### src/rtl/arp_sequencer_if.sv
// Key-set input and note output bundle between the keypad conditioning logic and the arpeggiator.
interface arp_sequencer_if #(
   parameter int unsigned NUM_KEYS = 13,
   parameter int unsigned PERIOD_W = 16
);
   localparam int unsigned IDX_W = (NUM_KEYS > 1) ? $clog2(NUM_KEYS) : 1;

   logic [NUM_KEYS-1:0] keys;
   logic [1:0]          arp_mode;
   logic [PERIOD_W-1:0] step_period;
   logic                latch_clr;
   logic [IDX_W-1:0]    note_idx;
   logic                note_valid;
   logic                note_strobe;

   modport master (
      output keys, arp_mode, step_period, latch_clr,
      input  note_idx, note_valid, note_strobe
   );

   modport slave (
      input  keys, arp_mode, step_period, latch_clr,
      output note_idx, note_valid, note_strobe
   );
endinterface

### src/rtl/arp_sequencer.sv
// Arpeggiator step scheduler: issues one held key per step in up, down or bounce order.
// Define ARP_LATCH_EN to play from a latched key set that survives key release.
module arp_sequencer #(
   parameter int unsigned NUM_KEYS = 13,
   parameter int unsigned PERIOD_W = 16
) (
   input logic           clk,
   input logic           rst,
   arp_sequencer_if.slave bus
);
   localparam int unsigned IDX_W = (NUM_KEYS > 1) ? $clog2(NUM_KEYS) : 1;
   localparam logic [1:0] MODE_DOWN   = 2'b01;
   localparam logic [1:0] MODE_BOUNCE = 2'b10;

   typedef enum logic {IDLE, PLAY} state_t;

   state_t              state;
   logic [PERIOD_W-1:0] cnt;
   logic                dir_up;
   logic [IDX_W-1:0]    note_idx;
   logic                note_valid;
   logic                note_strobe;

   logic [NUM_KEYS-1:0] act_c;
   logic [PERIOD_W-1:0] per_m1_c;
   logic                tick_c;
   logic [IDX_W:0]      above_c, below_c;
   logic [IDX_W-1:0]    lo_c, hi_c, nxt_idx_c;
   logic                nxt_dir_up_c;

   // Lowest set index strictly above cur; MSB flags a hit.
   function automatic logic [IDX_W:0] find_above(input logic [NUM_KEYS-1:0] set,
                                                 input logic [IDX_W-1:0] cur);
      logic [IDX_W:0] r;
      r = '0;
      for (int i = int'(NUM_KEYS) - 1; i >= 0; i--)
         if (set[i] && (IDX_W'(i) > cur)) r = {1'b1, IDX_W'(i)};
      return r;
   endfunction

   function automatic logic [IDX_W:0] find_below(input logic [NUM_KEYS-1:0] set,
                                                 input logic [IDX_W-1:0] cur);
      logic [IDX_W:0] r;
      r = '0;
      for (int i = 0; i < int'(NUM_KEYS); i++)
         if (set[i] && (IDX_W'(i) < cur)) r = {1'b1, IDX_W'(i)};
      return r;
   endfunction

   function automatic logic [IDX_W-1:0] find_lowest(input logic [NUM_KEYS-1:0] set);
      logic [IDX_W-1:0] r;
      r = '0;
      for (int i = int'(NUM_KEYS) - 1; i >= 0; i--)
         if (set[i]) r = IDX_W'(i);
      return r;
   endfunction

   function automatic logic [IDX_W-1:0] find_highest(input logic [NUM_KEYS-1:0] set);
      logic [IDX_W-1:0] r;
      r = '0;
      for (int i = 0; i < int'(NUM_KEYS); i++)
         if (set[i]) r = IDX_W'(i);
      return r;
   endfunction

`ifdef ARP_LATCH_EN
   logic [NUM_KEYS-1:0] latched, keys_prev, latched_nxt_c;

   // A fresh press after full release starts a new chord; otherwise keys accumulate.
   always_comb begin
      latched_nxt_c = latched;
      if (bus.keys != '0)
         latched_nxt_c = ((keys_prev == '0) || bus.latch_clr) ? bus.keys : (latched | bus.keys);
      else if (bus.latch_clr)
         latched_nxt_c = '0;
   end

   always_ff @(posedge clk) begin
      if (rst) begin
         latched   <= '0;
         keys_prev <= '0;
      end else begin
         latched   <= latched_nxt_c;
         keys_prev <= bus.keys;
      end
   end

   assign act_c = latched_nxt_c;
`else
   logic unused_latch_clr;
   assign unused_latch_clr = bus.latch_clr;
   assign act_c = bus.keys;
`endif

   assign per_m1_c = (bus.step_period == '0) ? '0 : bus.step_period - PERIOD_W'(1);
   assign tick_c   = (cnt >= per_m1_c);
   assign above_c  = find_above(act_c, note_idx);
   assign below_c  = find_below(act_c, note_idx);
   assign lo_c     = find_lowest(act_c);
   assign hi_c     = find_highest(act_c);

   // Next note relative to the current index; search ignores whether that key is still held.
   always_comb begin
      nxt_idx_c    = note_idx;
      nxt_dir_up_c = dir_up;
      case (bus.arp_mode)
         MODE_DOWN: begin
            nxt_dir_up_c = 1'b0;
            nxt_idx_c    = below_c[IDX_W] ? below_c[IDX_W-1:0] : hi_c;
         end
         MODE_BOUNCE: begin
            if (dir_up) begin
               if (above_c[IDX_W]) nxt_idx_c = above_c[IDX_W-1:0];
               else if (below_c[IDX_W]) begin
                  nxt_idx_c    = below_c[IDX_W-1:0];
                  nxt_dir_up_c = 1'b0;
               end
            end else begin
               if (below_c[IDX_W]) nxt_idx_c = below_c[IDX_W-1:0];
               else if (above_c[IDX_W]) begin
                  nxt_idx_c    = above_c[IDX_W-1:0];
                  nxt_dir_up_c = 1'b1;
               end
            end
         end
         default: begin
            nxt_dir_up_c = 1'b1;
            nxt_idx_c    = above_c[IDX_W] ? above_c[IDX_W-1:0] : lo_c;
         end
      endcase
   end

   always_ff @(posedge clk) begin
      if (rst) begin
         state       <= IDLE;
         cnt         <= '0;
         dir_up      <= 1'b1;
         note_idx    <= '0;
         note_valid  <= 1'b0;
         note_strobe <= 1'b0;
      end else begin
         case (state)
            IDLE: begin
               note_strobe <= 1'b0;
               cnt         <= '0;
               if (act_c != '0) begin
                  state       <= PLAY;
                  note_valid  <= 1'b1;
                  note_strobe <= 1'b1;
                  if (bus.arp_mode == MODE_DOWN) begin
                     note_idx <= hi_c;
                     dir_up   <= 1'b0;
                  end else begin
                     note_idx <= lo_c;
                     dir_up   <= 1'b1;
                  end
               end
            end
            default: begin
               // Release beats a coincident tick.
               if (act_c == '0) begin
                  state       <= IDLE;
                  note_valid  <= 1'b0;
                  note_strobe <= 1'b0;
                  cnt         <= '0;
               end else if (tick_c) begin
                  cnt         <= '0;
                  note_idx    <= nxt_idx_c;
                  dir_up      <= nxt_dir_up_c;
                  note_strobe <= 1'b1;
               end else begin
                  cnt         <= cnt + PERIOD_W'(1);
                  note_strobe <= 1'b0;
               end
            end
         endcase
      end
   end

   assign bus.note_idx    = note_idx;
   assign bus.note_valid  = note_valid;
   assign bus.note_strobe = note_strobe;
endmodule

### src/flat_wrapper.sv
// flat-port wrapper written by rule: the top's interface ports become plain ports
module arp_sequencer_flat 
#(
   parameter int unsigned NUM_KEYS = 13,
   parameter int unsigned PERIOD_W = 16
)
  (clk, rst, bus_keys, bus_arp_mode, bus_step_period, bus_latch_clr, bus_note_idx, bus_note_valid, bus_note_strobe);
  arp_sequencer_if #(.NUM_KEYS(NUM_KEYS), .PERIOD_W(PERIOD_W)) bus_i ();
  input logic clk;
  input logic rst;
  input wire logic [$bits(bus_i.keys)-1:0] bus_keys;
  input wire logic [$bits(bus_i.arp_mode)-1:0] bus_arp_mode;
  input wire logic [$bits(bus_i.step_period)-1:0] bus_step_period;
  input wire logic [$bits(bus_i.latch_clr)-1:0] bus_latch_clr;
  output wire logic [$bits(bus_i.note_idx)-1:0] bus_note_idx;
  output wire logic [$bits(bus_i.note_valid)-1:0] bus_note_valid;
  output wire logic [$bits(bus_i.note_strobe)-1:0] bus_note_strobe;
  assign bus_i.keys = bus_keys;
  assign bus_i.arp_mode = bus_arp_mode;
  assign bus_i.step_period = bus_step_period;
  assign bus_i.latch_clr = bus_latch_clr;
  assign bus_note_idx = bus_i.note_idx;
  assign bus_note_valid = bus_i.note_valid;
  assign bus_note_strobe = bus_i.note_strobe;
  arp_sequencer #(.NUM_KEYS(NUM_KEYS), .PERIOD_W(PERIOD_W)) u_core (.clk(clk), .rst(rst), .bus(bus_i));
endmodule
### config.mk
export PLATFORM = sky130hd
export DESIGN_NAME = arp_sequencer_flat
export DESIGN_NICKNAME = d
export VERILOG_FILES = /design/src/rtl/arp_sequencer_if.sv /design/src/rtl/arp_sequencer.sv /design/src/flat_wrapper.sv
export SDC_FILE = /design/constraint.sdc
export NUM_CORES = 1
export LEC_CHECK = 0
export BUFFER_PORTS_ARGS = -buffer_cell sky130_fd_sc_hd__buf_2
export CAP_MARGIN = 10
export CORE_MARGIN = 2
export CORE_UTILIZATION = 50
export DETAILED_ROUTE_END_ITERATION = 16
export PLACE_DENSITY = 0.76
export SETUP_SLACK_MARGIN = 0.15
export SLEW_MARGIN = 20
export SYNTH_ARGS = -nofsm -noshare
export SYNTH_HDL_FRONTEND = slang
export SYNTH_SLANG_ARGS = --single-unit
### constraint.sdc
create_clock -name clk -period 10.03 [get_ports clk]
set_input_delay 2.006 -clock clk [delete_from_list [all_inputs] [get_ports clk]]
set_output_delay 2.006 -clock clk [all_outputs]
set_load 0.02 [all_outputs]
# Word-level counts from Yosys, hierarchy flattened
# Index checks and enable logic that the tools add are counted.
[op_classes] bitwise_logic=1 eq_ne=6 reduce_logical=34 magnitude_cmp=27 add_sub_neg=2 mux=85
[op_table] operator="2-to-1 mux 5 bit" count=26
[op_table] operator="2-to-1 mux 4 bit" count=30
[op_table] operator="logical AND 1 bit" count=26
[op_table] operator="> comparator 4 bit (first input constant)" count=5
[op_table] operator="< comparator 4 bit (first input constant)" count=5
[op_table] operator="2-to-1 mux 1 bit" count=20
[op_table] operator="adder 16 x 1 -> 16 bit (second input constant)" count=1
[op_table] operator=">= comparator 16 bit" count=1
[op_table] operator="> comparator 3 x 4 -> 1 bit (first input constant)" count=4
[op_table] operator="zero test 16 bit" count=1
[op_table] operator="< comparator 3 x 4 -> 1 bit (first input constant)" count=4
[op_table] operator="2-to-1 mux 16 bit" count=1
[op_table] operator="subtractor 16 x 1 -> 16 bit (second input constant)" count=1
[op_table] operator="zero test 13 bit" count=1
[op_table] operator="nonzero test 13 bit" count=1
[op_table] operator="2-to-1 mux 3 bit" count=4
[op_table] operator="> comparator 1 x 4 -> 1 bit (first input constant)" count=2
[op_table] operator="> comparator 2 x 4 -> 1 bit (first input constant)" count=2
[op_table] operator="< comparator 1 x 4 -> 1 bit (first input constant)" count=2
[op_table] operator="< comparator 2 x 4 -> 1 bit (first input constant)" count=2
[op_table] operator="one-hot mux 4 bit (2 select lines)" count=1
[op_table] operator="inequality test 2 bit (second input constant)" count=3
[op_table] operator="2-to-1 mux 2 bit" count=2
[op_table] operator="inequality test 4 bit (second input constant)" count=1
[op_table] operator="9 further kinds" count=9
[totals] reg_bits=24 in_bits=34 output_inout_bits=6

# Depth between registers and ports, before layout
# Gate-level depths: netlist of run 1.
[logic_depth] ltp_word=22 depth_mapped=16 ltp_nobuf=15

# Least setup slack after synthesis of run 1
# OpenSTA, ideal clock, no wires.
[synth_path] path_kind="input to register" from="in bus_step_period[9]" to="reg u_core.dir_up" stages=14 slack_ns=4.950 t_arrival_ns=4.961 n_path_buf=1 path_cell_list="nor4_1 nand2b_1 nand4b_1 clkbuf_1 nand2_1 ha_1 a21oi_1 nand2_1 a211o_1 a2111oi_4 nor2_1 nand2_1 mux2_2 a211o_1"
[synth_between] elab_chain_cells=5
[synth_rtl] item="from (decl)" line="flat_wrapper.sv:13" source="input wire logic [$bits(bus_i.step_period)-1:0] bus_step_period;"
[synth_rtl] item="subtractor 16 x 1 -> 16 bit or zero test 16 bit (tied branches)" line="arp_sequencer.sv:95" source="assign per_m1_c = (bus.step_period == '0) ? '0 : bus.step_period - PERIOD_W'(1);"
[synth_rtl] item="2-to-1 mux 16 bit (*)" line="arp_sequencer.sv:95"
[synth_rtl] item=">= comparator 16 bit (*)" line="arp_sequencer.sv:96" source="assign tick_c = (cnt >= per_m1_c);"
[synth_rtl] item="inequality test 2 bit (no line) (*)"
[synth_rtl] item="AND reduction 3 bit (no line) (*)"
[synth_rtl] item="to (signal assigned)" line="arp_sequencer.sv:169" source="dir_up <= nxt_dir_up_c;"
[synth_rtl] item="to (decl)" line="arp_sequencer.sv:19" source="logic dir_up;"
# Every way passes the cells marked *; elsewhere a longest branch is shown, timed or not.
# A chain may end at the register's enable or synchronous reset.

# Worst setup path in the final report of run 1
[layout_path] from="in bus_step_period[5]" to="reg u_core.cnt[12]"
[layout_between] elab_chain_cells=4
[layout_rtl] item="subtractor 16 x 1 -> 16 bit or zero test 16 bit (tied branches)" line="arp_sequencer.sv:95"
[layout_rtl] item="2-to-1 mux 16 bit (*)" line="arp_sequencer.sv:95"
[layout_rtl] item=">= comparator 16 bit (*)" line="arp_sequencer.sv:96"
[layout_rtl] item="OR reduction 4 bit (no line) (*)"
[layout_rtl] item="to (signal assigned)" line="arp_sequencer.sv:172" source="cnt <= cnt + PERIOD_W'(1);"
[layout_rtl] item="to (decl)" line="arp_sequencer.sv:18" source="logic [PERIOD_W-1:0] cnt;"
# Marks and branches as above.

==> Flow_metrics.wiki, run 1 <==
{| class="wikitable"
! Metric !! Value
|-
| Overall global routing resource usage || 0.226
|-
| First-pass GRT wire length || 12.2 mm
|-
| Count of buffers from port buffering || 38
|-
| Total congestion overflow after global routing || 0
|-
| CTS tree || built
|-
| Final std cells w/o fill || 516
|-
| Number of cells on the worst reg-to-reg path || 8
|-
| Number of sinks on the clock net || 24
|-
| Power per cell area || 88.9 mW/mm^2
|-
| Horiz. Die Dim || 81.3 um
|-
| Run status || complete, no violations
|-
| Compound-Gate Fraction of Synth Area || 0.263
|-
| Endpoints failing hold || 0
|-
| Largest fanout on the critical path || 16
|-
| Relative slew slack || 0.411
|-
| Post-CTS clock slew at the launch and capture registers of the worst setup and hold paths || 0.08 ns
|-
| Hold buffers post-CTS || 0
|-
| Final-report max-slew violation count || 0
|-
| Post-synthesis mux area share || 0.00712
|-
| Number of instances in the placed design || 513
|-
| Share of final-layout standard cells stronger than drive strength 1 || 0.138
|-
| Clock Tree Root || sky130_fd_sc_hd__clkbuf_8
|-
| Combinational family with the most area after synthesis || simple AND/OR/NAND/NOR gates
|-
| Post-synthesis net count || 483
|-
| Leading register cell type out of synthesis || sky130_fd_sc_hd__dfxtp_1
|-
| Dominant cell by count in the synthesized netlist || sky130_fd_sc_hd__nor2_1
|-
| Capturing element type of the critical path || register
|-
| Number of cells upsized or downsized after cts || 0
|-
| Net count of the finished layout || 502
|-
| Routed len/inst || 14.2 um
|-
| Post-detailed-route via-to-cell ratio || 6.05
|-
| Core ar. || 0.00585 sq mm
|-
| Kind of critical path || input pin to register
|-
| Gate count after technology mapping || 424
|-
| Half-perimeter wire length after placement || 5.58 mm
|-
| Area share of fa/ha/maj cells after synthesis || 0.105
|-
| Length of the first detailed-routing pass in iterations || 5
|-
| EDFF count, synth || 0
|-
| Largest cells by area after synthesis || sky130_fd_sc_hd__dfxtp_1 (16%), sky130_fd_sc_hd__ha_1 (10%), sky130_fd_sc_hd__nor2_1 (7.4%)
|-
| Setup slack, reg-to-reg || 7.07 ns
|-
| Worst endpoint required time || 10.22 ns
|-
| CTS H-tree lvls || 1
|-
| Worst-margin pin slew || 0.882 ns
|-
| Detailed Route Iter0 Violations || 153
|-
| Routed wire length || 7.33 mm
|-
| Warnings from Yosys || 0
|-
| Global placer's final weighted congestion || 0.970
|-
| Total negative setup slack || 0 ns
|-
| Finish-stage setup viols || 0
|-
| Maximum root-to-sink buffer count || 2
|-
| Cell leakage power || 1.32 nW
|-
| Area share of xor/xnor cells in the synthesized design || 0.0820
|-
| Fraction of synthesis flops using an asynchronous set or reset pin || 0
|-
| Layout Area Growth over Synthesis || 6.86%
|-
| Worst hold-check path type || register to register
|-
| Initial standard-cell utilization of the core || 0.511
|-
| Startpoint of the worst register-to-register path || u_core.bus.note_idx[3]
|-
| Post-CTS Setup Repair Bufs || 0
|-
| Chip height || 81.3 um
|-
| Number of vias after detailed routing || 3123
|-
| Time the final worst path needs with I/O delays and setup || 5.62 ns
|-
| Most common library cells after synthesis || sky130_fd_sc_hd__nor2_1 (59), sky130_fd_sc_hd__nand2_1 (48), sky130_fd_sc_hd__ha_1 (25)
|-
| Share of the clock period used by the worst path || 0.560
|-
| Biggest area consumer among synthesized cells || sky130_fd_sc_hd__dfxtp_1
|-
| Last element of the critical path || u_core.cnt[12]
|-
| Startpoint of the tightest hold check path || u_core.cnt[0]
|-
| Beginning of the critical path || bus_step_period[5]
|-
| Unrepaired setup endpoints after global routing || no
|-
| Destination of the worst register-to-register timing path || u_core.bus.note_idx[0]
|-
| Worst-skew pair later-pin latency || 0.26 ns
|-
| Number of diodes || 0
|-
| Std cell rows || 28
|-
| Cts bufs inserted || 3
|-
| Setup clock skew after layout || 0.00121 ns
|-
| Post-synthesis instance area || 0.00299 sq mm
|-
| Maximum number of pins on one net before global-route repair || 27
|-
| Remaining DRCs || 0
|-
| Number of top-level pins || 40
|-
| Die area || 0.00661 sq mm
|-
| Endpoint arrival time on the critical path || 5.81 ns
|-
| Startpoint type of the worst setup path || input pin
|-
| Synthesis-stage register bit count || 24
|-
| Maximum clock frequency || 178 MHz
|-
| Maximum vdd drop || 0.0585 mV
|-
| Number of max-cap violations || 0
|-
| Via count of the first global-routing pass || 2832
|-
| Mean cell area of the mapped netlist || 7.05 sq um
|-
| Seq/Total Area, Yosys || 0.161
|-
| Synth Area in Simple Gates || 0.318
|-
| Initial antenna violation count || 0
|-
| Post-route antenna net violation count || 0
|-
| Portion of synthesized cell area occupied by the leading cell type || 0.161
|-
| Cell variety after synth || 70
|}
[state kept, by name (all words and copies together) (netlist names)]
signal	cells
u_core.bus.note_idx	4
u_core.bus.note_strobe	1
u_core.bus.note_valid	1
u_core.cnt	16
u_core.dir_up	1
u_core.state	1
[power breakdown]
group / leakage (nW) / switching, W / internal [W] / total (W)
Clock: 0.0216 / 0.0000278 / 0.0000268 / 0.0000546
Sequential: 0.195 / 0.0000134 / 0.0000988 / 0.000112
Combinational: 1.10 / 0.0000683 / 0.0000488 / 0.000117
Total: 1.32 / 0.000110 / 0.000174 / 0.000284
[layout by cell type, fill, tap and decap left out, drive strengths merged, types with 5 or more instances in the layout]
| cell | netlist | final |
|---|---|---|
| o21ai | 23 | 23 |
| ha | 25 | 25 |
| nand2b | 10 | 10 |
| buf | 13 | 38 |
| a21oi | 25 | 25 |
| nand2 | 49 | 49 |
| dfxtp | 24 | 24 |
| nand3 | 18 | 18 |
| nor2 | 60 | 60 |
| inv | 19 | 19 |
| o22ai | 6 | 6 |
| a211oi | 10 | 10 |
| nor4 | 7 | 7 |
| xor2 | 19 | 19 |
| or3 | 5 | 5 |
| nor3 | 15 | 15 |
| xnor2 | 9 | 9 |
| nand4 | 6 | 6 |
[layout make-up]
type                       count  area, sq um
clock buffer                   3         41.3
fill                         586         2660
inverter                      19         71.3
multi-input combinational    357         2320
sequential                    24          480
tap                           75         93.8
timing repair buffer          38          190
[stage by stage]
step	cell area (sq um)	hold slack, ns	setup WS (ns)	power (W)	util
2_1_floorplan	2990	0.441	4.95	0.000201	-
3_3_place_gp	3150	0.463	4.14	0.000227	0.539
3_5_place_dp	3150	0.469	4.10	0.000230	0.539
4_1_cts	3190	0.488	4.38	0.000285	0.546
5_1_grt	3190	0.525	4.01	0.000304	0.546
6_report	3190	0.481	4.41	0.000284	0.546
[worst max-delay path, stage by stage]
cell and delay (ns):
sky130_fd_sc_hd__buf_2 0.11, sky130_fd_sc_hd__nor4_1 0.54, sky130_fd_sc_hd__nand4b_1 0.62, sky130_fd_sc_hd__and2_1 0.39, sky130_fd_sc_hd__ha_1 0.28, sky130_fd_sc_hd__nand2b_1 0.14
sky130_fd_sc_hd__a211oi_1 0.23, sky130_fd_sc_hd__o21ai_0 0.19, sky130_fd_sc_hd__a2111oi_4 0.41, sky130_fd_sc_hd__nor2_1 0.15, sky130_fd_sc_hd__or3_1 0.57, sky130_fd_sc_hd__nor2_1 0.18
[worst min-delay path by stage]
| stage | endpoint | cells after the start |
|---|---|---|
| after global routing | u_core.bus.note_valid | 2 |
| after detailed placement | u_core.cnt[0] | 1 |
| after floorplan | u_core.cnt[0] | 1 |
| final | u_core.cnt[0] | 1 |
| after global placement | u_core.cnt[0] | 1 |
| after CTS | u_core.cnt[0] | 1 |
[cells by family after synthesis]
| group | count (synthesis) |
|---|---|
| DFF | 24 |
| and+or+nand+nor | 191 |
| buffers and inverters | 43 |
| muxes | 2 |
| AOI/OAI and AO/OA | 111 |
| adders and majority gates | 25 |
| xor gates and xnor gates | 28 |
[metal layers]
layer / vias to the layer above / GRT usage / part of all wire
met1: 1419 / 0.275 / 0.43
li1: 1560 / - / -
met4: 0 / 0.0678 / 0.012
met5: - / 0 / 0
met3: 14 / 0.0122 / 0.061
met2: 130 / 0.424 / 0.49
No activity file was read; power rests on OpenSTA's default activity.
==> run 2: changes to the inputs <==
- PLACE_DENSITY: 0.76 -> 0.78
- clock period: 10.03 -> 5 ns (I/O delays scaled with it)
==> run 2 against run 1 <==
Final cell count is 0.58% higher. Global-route usage fell by 0.59 points. Clock skew up 0.0059 ns. First-iteration DRC count rose by 7.2%. Flip-flop and latch count unchanged. Critical path depth grew 2. Combinational power is 100% higher. Sequential power rose by 100%. Die area stayed put. Non-clock buffer count up 2. Largest power group unchanged.
==> Flow_metrics.wiki, run 2 (synthesis results as in run 1) <==
{| class="wikitable"
! Metric !! Value
|-
| Overall global routing resource usage || 0.220
|-
| Capturing element type of the critical path || register
|-
| Number of diodes || 0
|-
| Maximum root-to-sink buffer count || 2
|-
| Most frequent cells in the layout || sky130_fd_sc_hd__nor2_1 (59), sky130_fd_sc_hd__nand2_1 (48), sky130_fd_sc_hd__buf_2 (38)
|-
| Leading cell type in the layout, fill and taps excluded || sky130_fd_sc_hd__nor2_1
|-
| Cell at the slowest stage of the critical path || sky130_fd_sc_hd__or3_1
|-
| Total congestion overflow after global routing || 0
|-
| Relative contribution of combinational cells to total power || 0.401
|-
| CTS H-tree lvls || 1
|-
| Post-route antenna net violation count || 0
|-
| Setup slack of the critical path after layout || 0.915 ns
|-
| Endpoint arrival time on the critical path || 4.28 ns
|-
| Clock share of power || 0.218
|-
| Post-CTS clock slew at the launch and capture registers of the worst setup and hold paths || 0.09 ns
|-
| Setup Slack @ Placement || 0.639 ns
|-
| Met3 Track Usage GR || 0.0189
|-
| Detailed Route Iter0 Violations || 164
|-
| Number of top-level pins || 40
|-
| Maximum clock frequency || 245 MHz
|-
| Run status || complete, no violations
|-
| Worst endpoint required time || 5.19 ns
|-
| Crit path largest cell delay || 0.58 ns
|-
| First-pass GRT wire length || 11.8 mm
|-
| Count of buffers from port buffering || 38
|-
| Portion of total power attributed to sequential cells || 0.381
|-
| CTS tree || built
|-
| Net switching fraction of the power || 0.379
|-
| Unrepaired setup endpoints after global routing || no
|-
| Finish-stage setup viols || 0
|-
| Startpoint type of the worst setup path || input pin
|-
| Total negative setup slack || 0 ns
|-
| Number of vias after detailed routing || 3102
|-
| Length of the first detailed-routing pass in iterations || 5
|-
| Remaining DRCs || 0
|-
| Worst-skew pair later-pin latency || 0.26 ns
|-
| Largest registers || u_core.cnt (16), u_core.bus.note_idx (4)
|-
| Routed len/inst || 14.1 um
|-
| Worst-margin pin slew || 0.878 ns
|-
| Number of cells upsized or downsized after cts || 0
|-
| Post-CTS Setup Repair Bufs || 0
|-
| Maximum number of pins on one net before global-route repair || 27
|-
| Number of sinks on the clock net || 24
|-
| Time the final worst path needs with I/O delays and setup || 4.09 ns
|-
| Horiz. Die Dim || 81.3 um
|-
| Busiest metal layer after global routing || met2
|-
| Post-detailed-route via-to-cell ratio || 5.98
|-
| Final-report max-slew violation count || 0
|-
| GRT met1 Usage || 0.282
|-
| Share of the clock period used by the worst path || 0.817
|-
| Maximum vdd drop || 0.120 mV
|-
| Core ar. || 0.00585 sq mm
|-
| Cell leakage power || 1.34 nW
|-
| Via count of the first global-routing pass || 2685
|-
| Initial standard-cell utilization of the core || 0.511
|-
| Kind of critical path || input pin to register
|-
| Biggest register || u_core.cnt
|-
| Max reg flops || 16
|-
| Cts bufs inserted || 3
|-
| Largest fanout on the critical path || 16
|-
| Endpoints failing hold || 0
|-
| Global placer's final weighted congestion || 0.964
|-
| Ordered list of cells on the worst path || buf_2 -> nor4_1 -> nand2b_1 -> nand4b_1 -> buf_4 -> nand2_1 -> ha_1 -> a21oi_1 -> nand2_1 -> a211o_1 -> a2111oi_4 -> nor2_1 -> or3_1 -> nor2_1
|-
| Hold buffers post-CTS || 0
|-
| Routed wire length || 7.31 mm
|-
| Clock Tree Root || sky130_fd_sc_hd__clkbuf_8
|-
| Relative slew slack || 0.414
|-
| Net count of the finished layout || 504
|-
| Met2 track demand over resource in global routing || 0.388
|-
| Worst hold-check path type || register to register
|-
| Number of max-cap violations || 0
|-
| Share of final-layout standard cells stronger than drive strength 1 || 0.144
|-
| Die area || 0.00661 sq mm
|-
| Setup clock skew after layout || 0.00712 ns
|-
| Half-perimeter wire length after placement || 5.66 mm
|-
| Chip height || 81.3 um
|-
| Initial antenna violation count || 0
|-
| Layout Area Growth over Synthesis || 7.83%
|-
| Internal power || 0.000366 W
|-
| Power per cell area || 183 mW/mm^2
|-
| Switching component of the power || 0.000223 W
|-
| Std cell rows || 28
|}
run 2: cell types whose count changed in the layout (fill, tap and decap cells not counted), sizes merged:
cell,delta
clkbuf,+1
buf,+2
run 2: critical path, delay by kind of cell:
kind | cells | cell delay, ns
AO/OA/AOI/OAI | 3 | 0.86
adder cells (fa/ha/maj) | 1 | 0.26
buffers and inverters | 2 | 0.33
AND/OR/NAND/NOR | 8 | 1.82
run 2: power by group through the flow:
| stage | Combinational [W] | Clock, W | Sequential (W) |
|---|---|---|---|
| after floorplan | 0.000189 | 0 | 0.000215 |
| after global placement | 0.000227 | 0 | 0.000229 |
| after detailed placement | 0.000233 | 0 | 0.000229 |
| after CTS | 0.000234 | 0.000132 | 0.000225 |
| after global routing | 0.000260 | 0.000144 | 0.000228 |
| final | 0.000236 | 0.000129 | 0.000225 |
run 2: final timing paths:
check / start / endpoint / slack, ns / cells after the start
setup / recovery: bus_step_period[7] / u_core.cnt[10] / 0.91 / 14
hold / removal: u_core.cnt[0] / u_core.cnt[0] / 0.49 / 1
setup reg to reg: u_core.bus.note_idx[3] / u_core.bus.note_idx[0] / 2.02 / 8
hold reg to reg: u_core.cnt[0] / u_core.cnt[0] / 0.49 / 1
run 2: per-stage QoR:
| stage | power [W] | util | hold WS, ns | std cells | cell area [sq um] |
|---|---|---|---|---|---|
| final | 0.000590 | 0.551 | 0.488 | 519 | 3220 |
| after floorplan | 0.000404 | - | 0.441 | 424 | 2990 |
| after global routing | 0.000632 | 0.551 | 0.537 | 519 | 3220 |
| after CTS | 0.000590 | 0.551 | 0.492 | 519 | 3220 |
| after global placement | 0.000455 | 0.541 | 0.464 | 515 | 3170 |
| after detailed placement | 0.000462 | 0.541 | 0.472 | 515 | 3170 |
run 2: layer usage:
| layer | up-vias | share of wire | routed length (um) |
|---|---|---|---|
| met5 | - | 0 | 0 |
| met4 | 0 | 0.013 | 95 |
| met3 | 8 | 0.067 | 491 |
| met2 | 122 | 0.49 | 3560 |
| met1 | 1400 | 0.43 | 3160 |
| li1 | 1572 | - | - |
run 2: final cells by class:
class | instances | area, sq um
Fill cell | 558 | 2630
Clock buffer | 4 | 55.1
Inverter | 19 | 71.3
Sequential cell | 24 | 480
Timing Repair Buffer | 40 | 205
Tap cell | 75 | 93.8
Multi-Input combinational cell | 357 | 2320
==> run 3: changes to the inputs <==
- PLACE_DENSITY: 0.78 -> 0.76
- clock period: 5 -> 4.1 ns (I/O delays scaled with it)
==> run 3 against run 2 <==
Register-to-register slack worse by 0.83 ns. Non-clock buffer count is 6 higher. Clock skew is 0.0031 ns higher. Sequential share of layout area is 0.33 points lower. Flip-flop and latch count stayed put. Power is 32% higher. Worst setup slack worse by 0.56 ns. Sequential power is 21% higher. Routed wire length is 4.2% higher. Via count is 3.6% higher. Critical endpoint is now u_core.dir_up. Largest cell class unchanged. Highest routed layer unchanged.
==> Flow_metrics.wiki, run 3 (synthesis results as in run 1) <==
{| class="wikitable"
! Metric !! Value
|-
| Total stage count of the critical path || 16
|-
| Core ar. || 0.00585 sq mm
|-
| Number of diodes || 0
|-
| Ordered list of cells on the worst path || buf_2 -> nor4_1 -> buf_4 -> nand2_1 -> nor4_2 -> xor2_1 -> nand2_1 -> ha_1 -> nand4_1 -> nor2_1 -> a211o_1 -> a2111oi_4 -> nor2_1 -> nand2_1 -> mux2_2 -> a211o_1
|-
| Design Area, Final || 0.00330 sq mm
|-
| Hold slack || 0.485 ns
|-
| Total congestion overflow after global routing || 0
|-
| Biggest register || u_core.cnt
|-
| Length of the first detailed-routing pass in iterations || 5
|-
| Net count of the finished layout || 510
|-
| Routed len/inst || 14.5 um
|-
| Max reg flops || 16
|-
| Worst-skew pair later-pin latency || 0.27 ns
|-
| Cts bufs inserted || 3
|-
| Post-route antenna net violation count || 0
|-
| Maximum number of pins on one net before global-route repair || 26
|-
| Placed inst area || 0.00321 sq mm
|-
| Hold buffers post-CTS || 0
|-
| Startpoint type of the worst setup path || input pin
|-
| Initial antenna violation count || 0
|-
| Number of vias after detailed routing || 3215
|-
| Worst endpoint required time || 4.27 ns
|-
| Largest fanout on the critical path || 4
|-
| Maximum clock frequency || 267 MHz
|-
| Relative slew slack || 0.423
|-
| Crit path largest cell delay || 0.36 ns
|-
| Cell leakage power || 1.37 nW
|-
| Run status || complete, no violations
|-
| Endpoint arrival time on the critical path || 3.92 ns
|-
| Worst-margin pin slew || 0.864 ns
|-
| Global placer's final weighted congestion || 0.942
|-
| Number of max-cap violations || 0
|-
| Hold path depth || 1
|-
| Critical path buffers and inverters || 2
|-
| Number of cells on the worst reg-to-reg path || 8
|-
| Post-detailed-route via-to-cell ratio || 6.12
|-
| Half-perimeter wire length after placement || 5.75 mm
|-
| Maximum vdd drop || 0.137 mV
|-
| Via count of the first global-routing pass || 2811
|-
| Std cell rows || 28
|-
| Dominant delay contributor by cell family on the critical path || simple AND/OR/NAND/NOR gates
|-
| Count of buffers from port buffering || 38
|-
| Share of final-layout standard cells stronger than drive strength 1 || 0.160
|-
| Final-report max-slew violation count || 0
|-
| Unrepaired setup endpoints after global routing || no
|-
| Share of the clock period used by the worst path || 0.913
|-
| Routed wire length || 7.62 mm
|-
| Cell at the slowest stage of the critical path || sky130_fd_sc_hd__a2111oi_4
|-
| Number of top-level pins || 40
|-
| Setup clock skew after layout || 0.0103 ns
|-
| Capturing element type of the critical path || register
|-
| Number of sinks on the clock net || 24
|-
| Chip height || 81.3 um
|-
| Detailed Route Iter0 Violations || 193
|-
| Most frequent cells in the layout || sky130_fd_sc_hd__nor2_1 (59), sky130_fd_sc_hd__nand2_1 (48), sky130_fd_sc_hd__buf_2 (38)
|-
| Layout Area Growth over Synthesis || 10.3%
|-
| Clock Tree Root || sky130_fd_sc_hd__clkbuf_8
|-
| Die area || 0.00661 sq mm
|-
| Remaining DRCs || 0
|-
| Overall global routing resource usage || 0.234
|-
| Time the final worst path needs with I/O delays and setup || 3.74 ns
|-
| Core Util, Final || 0.564
|-
| Library cell appearing most often on the critical path || sky130_fd_sc_hd__nand2_1
|-
| CTS H-tree lvls || 1
|-
| Endpoints failing hold || 0
|-
| Maximum root-to-sink buffer count || 2
|-
| CTS tree || built
|-
| Initial standard-cell utilization of the core || 0.511
|-
| Post-CTS clock slew at the launch and capture registers of the worst setup and hold paths || 0.09 ns
|-
| Horiz. Die Dim || 81.3 um
|-
| Worst hold-check path type || register to register
|-
| Power per cell area || 236 mW/mm^2
|-
| Finish-stage setup viols || 0
|-
| Largest registers || u_core.cnt (16), u_core.bus.note_idx (4)
|-
| First-pass GRT wire length || 12.5 mm
|-
| Kind of critical path || input pin to register
|-
| Leading cell type in the layout, fill and taps excluded || sky130_fd_sc_hd__nor2_1
|}
run 3: cell type report:
cell class / instances / area (sq um)
fill: 570 / 2550
multi-input combinational: 357 / 2330
sequential: 24 / 480
timing repair buffer: 46 / 250
tap: 75 / 93.8
inverter: 19 / 71.3
clock buffer: 3 / 41.3
clock inverter: 1 / 30.0
run 3: power breakdown:
part | total [W] | switching, W | leakage [nW] | internal, W
clock network | 0.000208 | 0.0000775 | 0.0357 | 0.000131
registers | 0.000272 | 0.0000301 | 0.195 | 0.000242
logic | 0.000297 | 0.000173 | 1.14 | 0.000124
total | 0.000777 | 0.000281 | 1.37 | 0.000496
run 3: final timing paths:
path,from,end,slack (ns)
max,bus_step_period[5],u_core.dir_up,0.36
min,u_core.cnt[0],u_core.cnt[0],0.48
max reg2reg,u_core.bus.note_idx[1],u_core.bus.note_idx[0],1.19
min reg2reg,u_core.cnt[0],u_core.cnt[0],0.48
run 3: metal layers:
layer  track usage  part of all wire  up-vias
li1              -                 -     1582
met1         0.283              0.43     1472
met3        0.0167             0.062       19
met5             0                 0        -
met2         0.428              0.49      142
met4        0.0898             0.021        0
run 3: timing repair:
| action | 4_1_cts | 5_1_grt |
|---|---|---|
| setup buffers | 0 | 0 |
| gates resized for setup | 0 | 2 |
| endpoints found under the setup margin | 0 | 4 |
run 3: metrics by stage:
stage          setup TNS [ns]  std cells  worst slack [ns]  total power (W)
5_1_grt                     0        525             0.160         0.000824
2_1_floorplan               0        424             0.206         0.000492
4_1_cts                     0        525             0.287         0.000777
3_5_place_dp          -0.0106        521           -0.0106         0.000567
6_report                    0        525             0.357         0.000777
3_3_place_gp                0        521            0.0605         0.000561
